## config.mk

```make
export PLATFORM = sky130hd
export DESIGN_NAME = conv_result_writer_flat
export DESIGN_NICKNAME = d
export VERILOG_FILES = /design/src/rtl/conv_result_writer_if.sv /design/src/rtl/conv_result_writer.sv /design/src/flat_wrapper.sv
export SDC_FILE = /design/constraint.sdc
export NUM_CORES = 1
export LEC_CHECK = 0
export ABC_AREA = 1
export CAP_MARGIN = 30
export CORE_UTILIZATION = 51
export DETAILED_ROUTE_END_ITERATION = 7
export HOLD_SLACK_MARGIN = 0.06
export PLACE_DENSITY = 0.79
export REMOVE_ABC_BUFFERS = 1
export SYNTH_ARGS = -nofsm -noshare
export SYNTH_HDL_FRONTEND = slang
export SYNTH_SLANG_ARGS = --single-unit
```

## constraint.sdc

```tcl
create_clock -name clk -period 2.6 [get_ports clk]
set_clock_uncertainty 0.2 [all_clocks]
set_input_delay 0.52 -clock clk [delete_from_list [all_inputs] [get_ports clk]]
set_output_delay 0.52 -clock clk [all_outputs]
set_load 0.05 [all_outputs]
```

## src/rtl/conv_result_writer_if.sv

```systemverilog
// Result-pair handshake between the convolution engine (master) and the
// result writer (slave). The engine holds a pair stable until o_ready is seen.
interface conv_result_writer_if #(
  parameter int DATA_W = 8,
  parameter int ADDR_W = 10
);
  logic              i_valid;
  logic              o_ready;
  logic [DATA_W-1:0] i_sum1;
  logic [DATA_W-1:0] i_sum2;
  logic [ADDR_W-1:0] i_dest_addr1;
  logic [ADDR_W-1:0] i_dest_addr2;

  modport master (
    output i_valid, i_sum1, i_sum2, i_dest_addr1, i_dest_addr2,
    input  o_ready
  );

  modport slave (
    input  i_valid, i_sum1, i_sum2, i_dest_addr1, i_dest_addr2,
    output o_ready
  );
endinterface

```

## src/rtl/conv_result_writer.sv

```systemverilog
// conv_result_writer: buffers convolution result pairs in a small FIFO and
// serialises each pair into two writes on the feature RAM's single write port.
// Pulses o_done once every accepted pair has been committed after i_done.
// Optional macro CONV_WR_ADDR_CHECK_EN: suppress writes to addresses beyond
// ROWS*COLS and raise a sticky o_err.
module conv_result_writer #(
  parameter int ROWS   = 28,
  parameter int COLS   = 28,
  parameter int DATA_W = 8,
  parameter int ADDR_W = 10,
  parameter int DEPTH  = 4
) (
  input  logic                 clk,
  input  logic                 rst,
  input  logic                 i_start,
  conv_result_writer_if.slave  res,
  input  logic                 i_done,
  output logic                 o_wr_en,
  output logic [ADDR_W-1:0]    o_wr_addr,
  output logic [DATA_W-1:0]    o_wr_data,
  output logic                 o_done,
  output logic [15:0]          o_wr_count,
  output logic                 o_err
);

  localparam int PTR_W = (DEPTH > 1) ? $clog2(DEPTH) : 1;
  localparam int CNT_W = PTR_W + 1;
  localparam int unsigned RAM_DEPTH = ROWS * COLS;
`ifdef CONV_WR_ADDR_CHECK_EN
  localparam bit CHECK_EN = 1'b1;
`else
  localparam bit CHECK_EN = 1'b0;
`endif

  typedef struct packed {
    logic [ADDR_W-1:0] a1;
    logic [ADDR_W-1:0] a2;
    logic [DATA_W-1:0] s1;
    logic [DATA_W-1:0] s2;
  } pair_t;

  typedef enum logic [1:0] {IDLE, WR1, WR2} state_t;

  pair_t             mem [DEPTH];
  pair_t             head;
  pair_t             hold;
  logic [PTR_W-1:0]  wr_ptr;
  logic [PTR_W-1:0]  rd_ptr;
  logic [CNT_W-1:0]  count;
  logic              full;
  logic              empty;
  logic              push;
  logic              pop;
  logic              done_pending;
  state_t            state;

  // Address is out of the RAM's range; always false when the check is off.
  function automatic logic bad_addr(input logic [ADDR_W-1:0] a);
    return CHECK_EN && (32'(a) >= RAM_DEPTH);
  endfunction

  // Ready is derived from the pre-pop count, so a full FIFO never takes a
  // push even when a pop happens in the same cycle.
  assign full        = (count == CNT_W'(DEPTH));
  assign empty       = (count == '0);
  assign res.o_ready = !full;
  assign push        = res.i_valid && !full;
  assign pop         = !empty && ((state == IDLE) || (state == WR2));
  assign head        = mem[rd_ptr];

  // Pair storage; contents need no reset because count guards every read.
  always_ff @(posedge clk) begin
    if (push)
      mem[wr_ptr] <= '{a1: res.i_dest_addr1, a2: res.i_dest_addr2,
                       s1: res.i_sum1,       s2: res.i_sum2};
  end

  // FIFO pointers wrap naturally; count carries the extra bit for full/empty.
  always_ff @(posedge clk or negedge rst) begin
    if (!rst) begin
      wr_ptr <= '0;
      rd_ptr <= '0;
      count  <= '0;
    end else begin
      if (push) wr_ptr <= wr_ptr + 1'b1;
      if (pop)  rd_ptr <= rd_ptr + 1'b1;
      case ({push, pop})
        2'b10:   count <= count + 1'b1;
        2'b01:   count <= count - 1'b1;
        default: ;
      endcase
    end
  end

  // Write sequencer: outputs are registered alongside the state so the RAM
  // port never sees combinational glitches; idle cycles drive zeros.
  always_ff @(posedge clk or negedge rst) begin
    if (!rst) begin
      state     <= IDLE;
      hold      <= '0;
      o_wr_en   <= 1'b0;
      o_wr_addr <= '0;
      o_wr_data <= '0;
    end else begin
      o_wr_en   <= 1'b0;
      o_wr_addr <= '0;
      o_wr_data <= '0;
      case (state)
        IDLE, WR2: begin
          if (pop) begin
            hold  <= head;
            state <= WR1;
            if (!bad_addr(head.a1)) begin
              o_wr_en   <= 1'b1;
              o_wr_addr <= head.a1;
              o_wr_data <= head.s1;
            end
          end else begin
            state <= IDLE;
          end
        end
        WR1: begin
          state <= WR2;
          if (!bad_addr(hold.a2)) begin
            o_wr_en   <= 1'b1;
            o_wr_addr <= hold.a2;
            o_wr_data <= hold.s2;
          end
        end
        default: state <= IDLE;
      endcase
    end
  end

  // Issued-write counter; a write coinciding with i_start opens the new run.
  always_ff @(posedge clk or negedge rst) begin
    if (!rst)
      o_wr_count <= '0;
    else if (i_start)
      o_wr_count <= {15'd0, o_wr_en};
    else if (o_wr_en && (o_wr_count != 16'hFFFF))
      o_wr_count <= o_wr_count + 16'd1;
  end

  // Done fires once the pipeline is fully drained and nothing new arrives.
  assign o_done = done_pending && empty && (state == IDLE) && !push;

  // Remember the producer's last-pair notice until the drain completes.
  always_ff @(posedge clk or negedge rst) begin
    if (!rst)
      done_pending <= 1'b0;
    else if (i_start || o_done)
      done_pending <= 1'b0;
    else if (i_done)
      done_pending <= 1'b1;
  end

`ifdef CONV_WR_ADDR_CHECK_EN
  logic wr_bad;
  assign wr_bad = (pop && bad_addr(head.a1)) ||
                  ((state == WR1) && bad_addr(hold.a2));

  // Sticky error; a bad write in the same cycle as i_start still flags.
  always_ff @(posedge clk or negedge rst) begin
    if (!rst)
      o_err <= 1'b0;
    else if (wr_bad)
      o_err <= 1'b1;
    else if (i_start)
      o_err <= 1'b0;
  end
`else
  assign o_err = 1'b0;
`endif

endmodule
```

## src/flat_wrapper.sv

```systemverilog
// flat-port wrapper written by rule: the top's interface ports become plain ports
module conv_result_writer_flat 
#(
  parameter int ROWS   = 28,
  parameter int COLS   = 28,
  parameter int DATA_W = 8,
  parameter int ADDR_W = 10,
  parameter int DEPTH  = 4
)
  (clk, rst, i_start, i_done, o_wr_en, o_wr_addr, o_wr_data, o_done, o_wr_count, o_err, res_i_valid, res_i_sum1, res_i_sum2, res_i_dest_addr1, res_i_dest_addr2, res_o_ready);
  conv_result_writer_if #(.DATA_W(DATA_W), .ADDR_W(ADDR_W)) res_i ();
  input  logic clk;
  input  logic rst;
  input  logic i_start;
  input  logic i_done;
  output logic o_wr_en;
  output logic [ADDR_W-1:0] o_wr_addr;
  output logic [DATA_W-1:0] o_wr_data;
  output logic o_done;
  output logic [15:0] o_wr_count;
  output logic o_err;
  input wire logic [$bits(res_i.i_valid)-1:0] res_i_valid;
  input wire logic [$bits(res_i.i_sum1)-1:0] res_i_sum1;
  input wire logic [$bits(res_i.i_sum2)-1:0] res_i_sum2;
  input wire logic [$bits(res_i.i_dest_addr1)-1:0] res_i_dest_addr1;
  input wire logic [$bits(res_i.i_dest_addr2)-1:0] res_i_dest_addr2;
  output wire logic [$bits(res_i.o_ready)-1:0] res_o_ready;
  assign res_i.i_valid = res_i_valid;
  assign res_i.i_sum1 = res_i_sum1;
  assign res_i.i_sum2 = res_i_sum2;
  assign res_i.i_dest_addr1 = res_i_dest_addr1;
  assign res_i.i_dest_addr2 = res_i_dest_addr2;
  assign res_o_ready = res_i.o_ready;
  conv_result_writer #(.ROWS(ROWS), .COLS(COLS), .DATA_W(DATA_W), .ADDR_W(ADDR_W), .DEPTH(DEPTH)) u_core (.clk(clk), .rst(rst), .i_start(i_start), .res(res_i), .i_done(i_done), .o_wr_en(o_wr_en), .o_wr_addr(o_wr_addr), .o_wr_data(o_wr_data), .o_done(o_done), .o_wr_count(o_wr_count), .o_err(o_err));
endmodule
```

Word-level counts from Yosys, hierarchy flattened
Memory sizes are Yosys's and may differ from the RTL's.
Cells that the tools add are included.
Storage, ports and cells
  flip-flop bits (word level): 63
  memory bits (writable): 144
  word-level logic and storage cells: 56
  memories: 1
Cells by class
  add/sub/neg operators: 5
  eq/ne operators: 6
  multiplexer cells: 15
  reduce and logical (&&, ||, !) cells: 18
Memories
  u_core.mem: words 4, width 36, read ports 1, clocked after memory_dff 0, write ports 1, RTL line conv_result_writer.sv:44  | pair_t mem [DEPTH];
Operator list (number)
  16-bit two-way mux: 2
  10-bit one-hot mux with 2 select lines: 1
  16-bit by 1-bit adder with 16-bit output (second input constant): 1
  16-bit inequality test (second input constant): 1
  8-bit one-hot mux with 2 select lines: 1
  10-bit two-way mux: 1
  8-bit two-way mux: 1
  1-bit logical AND: 6
  1-bit two-way mux: 6
  3-bit one-hot mux with 2 select lines: 1
  2-bit nonzero test: 3
  2-bit by 1-bit adder with 2-bit output (second input constant): 2
  2-bit by 1-bit == test with 1-bit output (second input constant): 2
  2-bit == test (second input constant): 2
  2-bit one-hot mux with 2 select lines: 1
  3-bit by 1-bit adder with 3-bit output (second input constant): 1
  3-bit == test (second input constant): 1
  1-bit logical NOT: 3
  3-bit logical NOT: 1
  3-bit by 1-bit subtractor with 3-bit output (second input constant): 1
  2-bit logical NOT: 1
  1-bit logical OR: 2
  1-bit one-hot mux with 2 select lines: 1
  2-bit AND reduction: 1
  2-bit OR reduction: 1

Depth between registers and ports, before layout
  depth in word-level cells: 7
  depth in mapped cells: 10
  depth with buffers taken out: 9

Least setup slack after synthesis
Ideal clock, no wire load.
  path type: register to register
  from: reg u_core.count[0]
  to: mem u_core.mem[0][0] (netlist bit) (enable)
  setup time: 429 ps
  data arrival time: 2756 ps
  setup slack: -786 ps
  stages on the path, launching flop included: 5
  period minus slack after synthesis: 3386 ps
  cells stage by stage: dfrtp_1 -> inv_1 -> nand3_1 -> nand2_1 -> nor2_1
Between the ends
  word-level cells in the longest chain between the ends: 5
Ends and longest elaborated chain
  start, declared: RTL line conv_result_writer.sv:49  | logic [CNT_W-1:0] count;
  start signal, assigned: RTL line conv_result_writer.sv:88  | 2'b10: count <= count + 1'b1;
  start signal, assigned: RTL line conv_result_writer.sv:89  | 2'b01: count <= count - 1'b1;
  3-bit == test: RTL line conv_result_writer.sv:64  | assign full = (count == CNT_W'(DEPTH));
  1-bit logical NOT
  net res_o_ready: RTL line flat_wrapper.sv:27  | output wire logic [$bits(res_i.o_ready)-1:0] res_o_ready;
  1-bit logical AND: RTL line conv_result_writer.sv:67  | assign push = res.i_valid && !full;
  1-bit two-way mux: RTL line conv_result_writer.sv:73  | if (push)
  1-bit two-way mux (not written as such): RTL line conv_result_writer.sv:74  | mem[wr_ptr] <= '{a1: res.i_dest_addr1, a2: res.i_dest_addr2,
  end, declared: RTL line conv_result_writer.sv:44
The timed path passes the listed nets, and every way through them passes these cells.

Worst setup path in the final report
  from: reg u_core.o_wr_count[7]
  to: out o_wr_count[7]
RTL lines
  start, declared: RTL line conv_result_writer.sv:22  | output logic [15:0] o_wr_count,
  start signal, assigned: RTL line conv_result_writer.sv:140  | o_wr_count <= {15'd0, o_wr_en};
  start signal, assigned: RTL line conv_result_writer.sv:142  | o_wr_count <= o_wr_count + 16'd1;
  end, declared: RTL line flat_wrapper.sv:20  | output logic [15:0] o_wr_count;
No word-level cell between the ends.

==> flow_metrics.env <==
export IMPL_critPathMaxStageDelay_ns=0.86
export IMPL_avgSynthCellArea_um2=11.9
export IMPL_area_growth_pct=22.5
export IMPL_synth_top_area_share_pct=52.9
export IMPL_dp_slack_ns=0.215
export IMPL_fp_coreArea_um2=15400
export IMPL_design_area_um2=10000
export IMPL_r2r_cells=9
export IMPL_cpMaxStageDelayCell="clkdlybuf4s50_1"
export IMPL_start_kind="flop"
export IMPL_port_buffers=77
export IMPL_num_rows=45
export IMPL_grt_overflow_total=0
export IMPL_synth_area_um2=8170
export IMPL_rsz0062_at_grt="false"
export IMPL_cp_end_kind="output port"
export IMPL_power_leakage_nw=3.77
export IMPL_dpl_cell_area_um2=9350
export IMPL_die_h_um=129
export IMPL_path_cells="clkdlybuf4s50_1"
export IMPL_yosysUniqueCellTypes=29
export IMPL_antenna_found_initial=1
export IMPL_yosysTopAreaCell="edfxtp_1"
export IMPL_critical_path_top_delay_family="buffers and inverters"
export IMPL_arrival_ns=1.86
export IMPL_htree_levels=1
export IMPL_io_pins=79
export IMPL_fin_crit_ns=2.58
export IMPL_maxSlewViolCount=0
export IMPL_holdCritPathClass="primary input to asynchronous set/reset pin"
export IMPL_timing_fmax_mhz=388
export IMPL_start_util_pct=53.0
export IMPL_via_per_inst=5.55
export IMPL_grt_pass1_vias=5595
export IMPL_firstDrtPassIters=4
export IMPL_clockBufferDepth=3
export IMPL_cp_required_ns=1.88
export IMPL_synthTopCellsByArea="edfxtp_1 53%, dfrtp_1 19%, o21ai_0 5.9%"
export IMPL_period_share_pct=99.2
export IMPL_wl_per_cell_um=17.2
export IMPL_path_max_fanout=7
export IMPL_crit_cells=1
export IMPL_cts_num_sinks=207
export IMPL_power_mw=11.6
export IMPL_num_nets_final=821
export IMPL_setup_viol=0
export IMPL_cts_tree="done"
export IMPL_grt_max_degree=59
export IMPL_place_congestion=0.917
export IMPL_ir_drop_uv=727
export IMPL_max_slew_margin_pct=54.3
export IMPL_insertion_delay_ns=0.50
export IMPL_critPathKind="flop to output port"
export IMPL_finalWorstSetupSlack_ns=0.0216
export IMPL_dieArea_um2=16500
export IMPL_cp_buffers_inverters=1
export IMPL_cap_viol_max_count=0
export IMPL_track_usage_pct=21.7
export IMPL_cts_buffers=21
export IMPL_die_width_um=129
export IMPL_synthCells=685
export IMPL_worst_pin_slew_ns=0.684
export IMPL_ys_seq_area_share_pct=72.2
export IMPL_drtIter0Drc=554
export IMPL_final_antenna_net_count=0
export IMPL_dp_hpwl_um=10600
export IMPL_drive_gt1_share_pct=8.13
export IMPL_drc_errors=0
export IMPL_status="complete, no violations"
export IMPL_p_per_area_nw_per_um2=1160
export IMPL_synth_warnings=0
export IMPL_hold_viol=0
export IMPL_grt_pass1_wl_um=27400
export IMPL_routed_wl_um=17200
export IMPL_num_vias=5536
export IMPL_synth_seq_cells=207
export IMPL_cts_root_buf="clkbuf_16"
export IMPL_clk_pin_slew_worst_paths_ns=0.06
export IMPL_num_antenna_cells=0
synth_stat cells:
| cell type | number |
|---|---|
| nand2_2 | 2 |
| nor2_4 | 3 |
| xnor2_1 | 4 |
| clkbuf_1 | 22 |
| buf_2 | 7 |
| dfrtp_1 | 63 |
| a21oi_1 | 5 |
| buf_1 | 2 |
| inv_2 | 1 |
| o21ai_1 | 19 |
| xor2_1 | 6 |
| fa_1 | 1 |
| o21ai_0 | 96 |
| nor3_1 | 1 |
| buf_6 | 1 |
| conb_1 | 1 |
| nand3b_1 | 3 |
| inv_1 | 44 |
| nand2_1 | 92 |
| buf_4 | 1 |
| nor4_1 | 1 |
| nor3_2 | 1 |
| nor2_1 | 95 |
| nor2_2 | 2 |
| o22ai_1 | 36 |
| nand3_1 | 15 |
| ha_1 | 6 |
| edfxtp_1 | 144 |
| nand4_1 | 11 |
kinds of logic (layout without fill, tap and decap cells):
kind of cell / Yosys count / count (layout) / share of synthesized area, %
buffers and inverters: 78 / 180 / 3.83
flip-flops: 207 / 207 / 72.2
other: 1 / 1 / 0.0459
XOR/XNOR: 10 / 10 / 1.07
AND/OR/NAND/NOR: 226 / 226 / 11.6
adder cells (fa/ha/maj): 7 / 7 / 1.16
AO/OA/AOI/OAI: 156 / 156 / 10.1
cell usage in the layout, fill, tap and decap left out, types with 8 or more instances in the layout:
cell type	synthesis	layout
edfxtp_1	144	144
o21ai_0	96	96
nand2_1	92	92
nor2_1	95	90
clkdlybuf4s50_1	0	73
dfrtp_1	63	62
inv_1	44	44
o22ai_1	36	36
clkbuf_16	0	21
o21ai_1	19	19
nand3_1	15	15
buf_4	1	12
nand4_1	11	11
buf_12	0	9
nor2_4	3	8
sequential cells by signal, summed over array words and instances, names as in the netlist:
register,flops
u_core.count,3
u_core.mem,144
u_core.done_pending,1
u_core.wr_ptr,2
u_core.hold,18
u_core.o_wr_en,1
u_core.o_wr_addr,10
u_core.o_wr_data,8
u_core.rd_ptr,2
u_core.o_wr_count,16
u_core.state,2
metal layers:
metal	GRT usage (%)	up-vias	routed length (µm)
met1	27.8	2720	7050
met2	37.6	214	8580
met3	4.28	33	1240
li1	-	2567	-
met4	6.30	2	337
met5	0	-	11
worst paths after layout:
path,to,start,slack [ns]
worst max-delay path,o_wr_count[7],u_core.o_wr_count[7],0.02
min in group clk,u_core.state[1],u_core.state[1],0.27
max in group asynchronous,u_core.rd_ptr[0],rst,1.30
worst min-delay path,u_core.o_wr_count[1],rst,0.24
worst min register to register,u_core.state[1],u_core.state[1],0.27
worst max register to register,u_core.o_wr_count[11],u_core.o_wr_count[0],0.49
per-stage QoR:
step | TNS (ns) | util [%] | instances | hold slack [ns]
after floorplan | -122.51 | - | 652 | 0.0244
after global placement | 0 | 60.6 | 959 | 0.224
after detailed placement | 0 | 60.6 | 959 | 0.226
after CTS | 0 | 64.9 | 997 | 0.238
after global routing | 0 | 64.9 | 998 | 0.272
final | 0 | 64.9 | 998 | 0.245
report_power, final:
group	switching [mW]	total, mW	internal [mW]	leakage, nW
logic	2.73	4.06	1.33	1.35
clock network	1.19	2.80	1.62	0.311
registers	0.331	4.75	4.42	2.11
what timing repair did:
| item | in CTS | in global routing |
|---|---|---|
| endpoints found under the hold margin | 42 | 0 |
| hold buffers | 1 | 0 |
| setup buffers | 0 | 1 |
| gates resized for setup | 2 | 1 |
| pin swaps | 0 | 1 |
| setup endpoints to repair | 2 | 2 |
final cells by class:
class	count	area [µm²]
Sequential cell	207	5900
Fill cell	1161	5410
Multi-Input combinational cell	400	2000
Timing Repair Buffer	98	1040
Clock buffer	27	558
Tap cell	211	264
Inverter	45	169
Clock inverter	10	80.1
(Power assumes the default switching activity.)
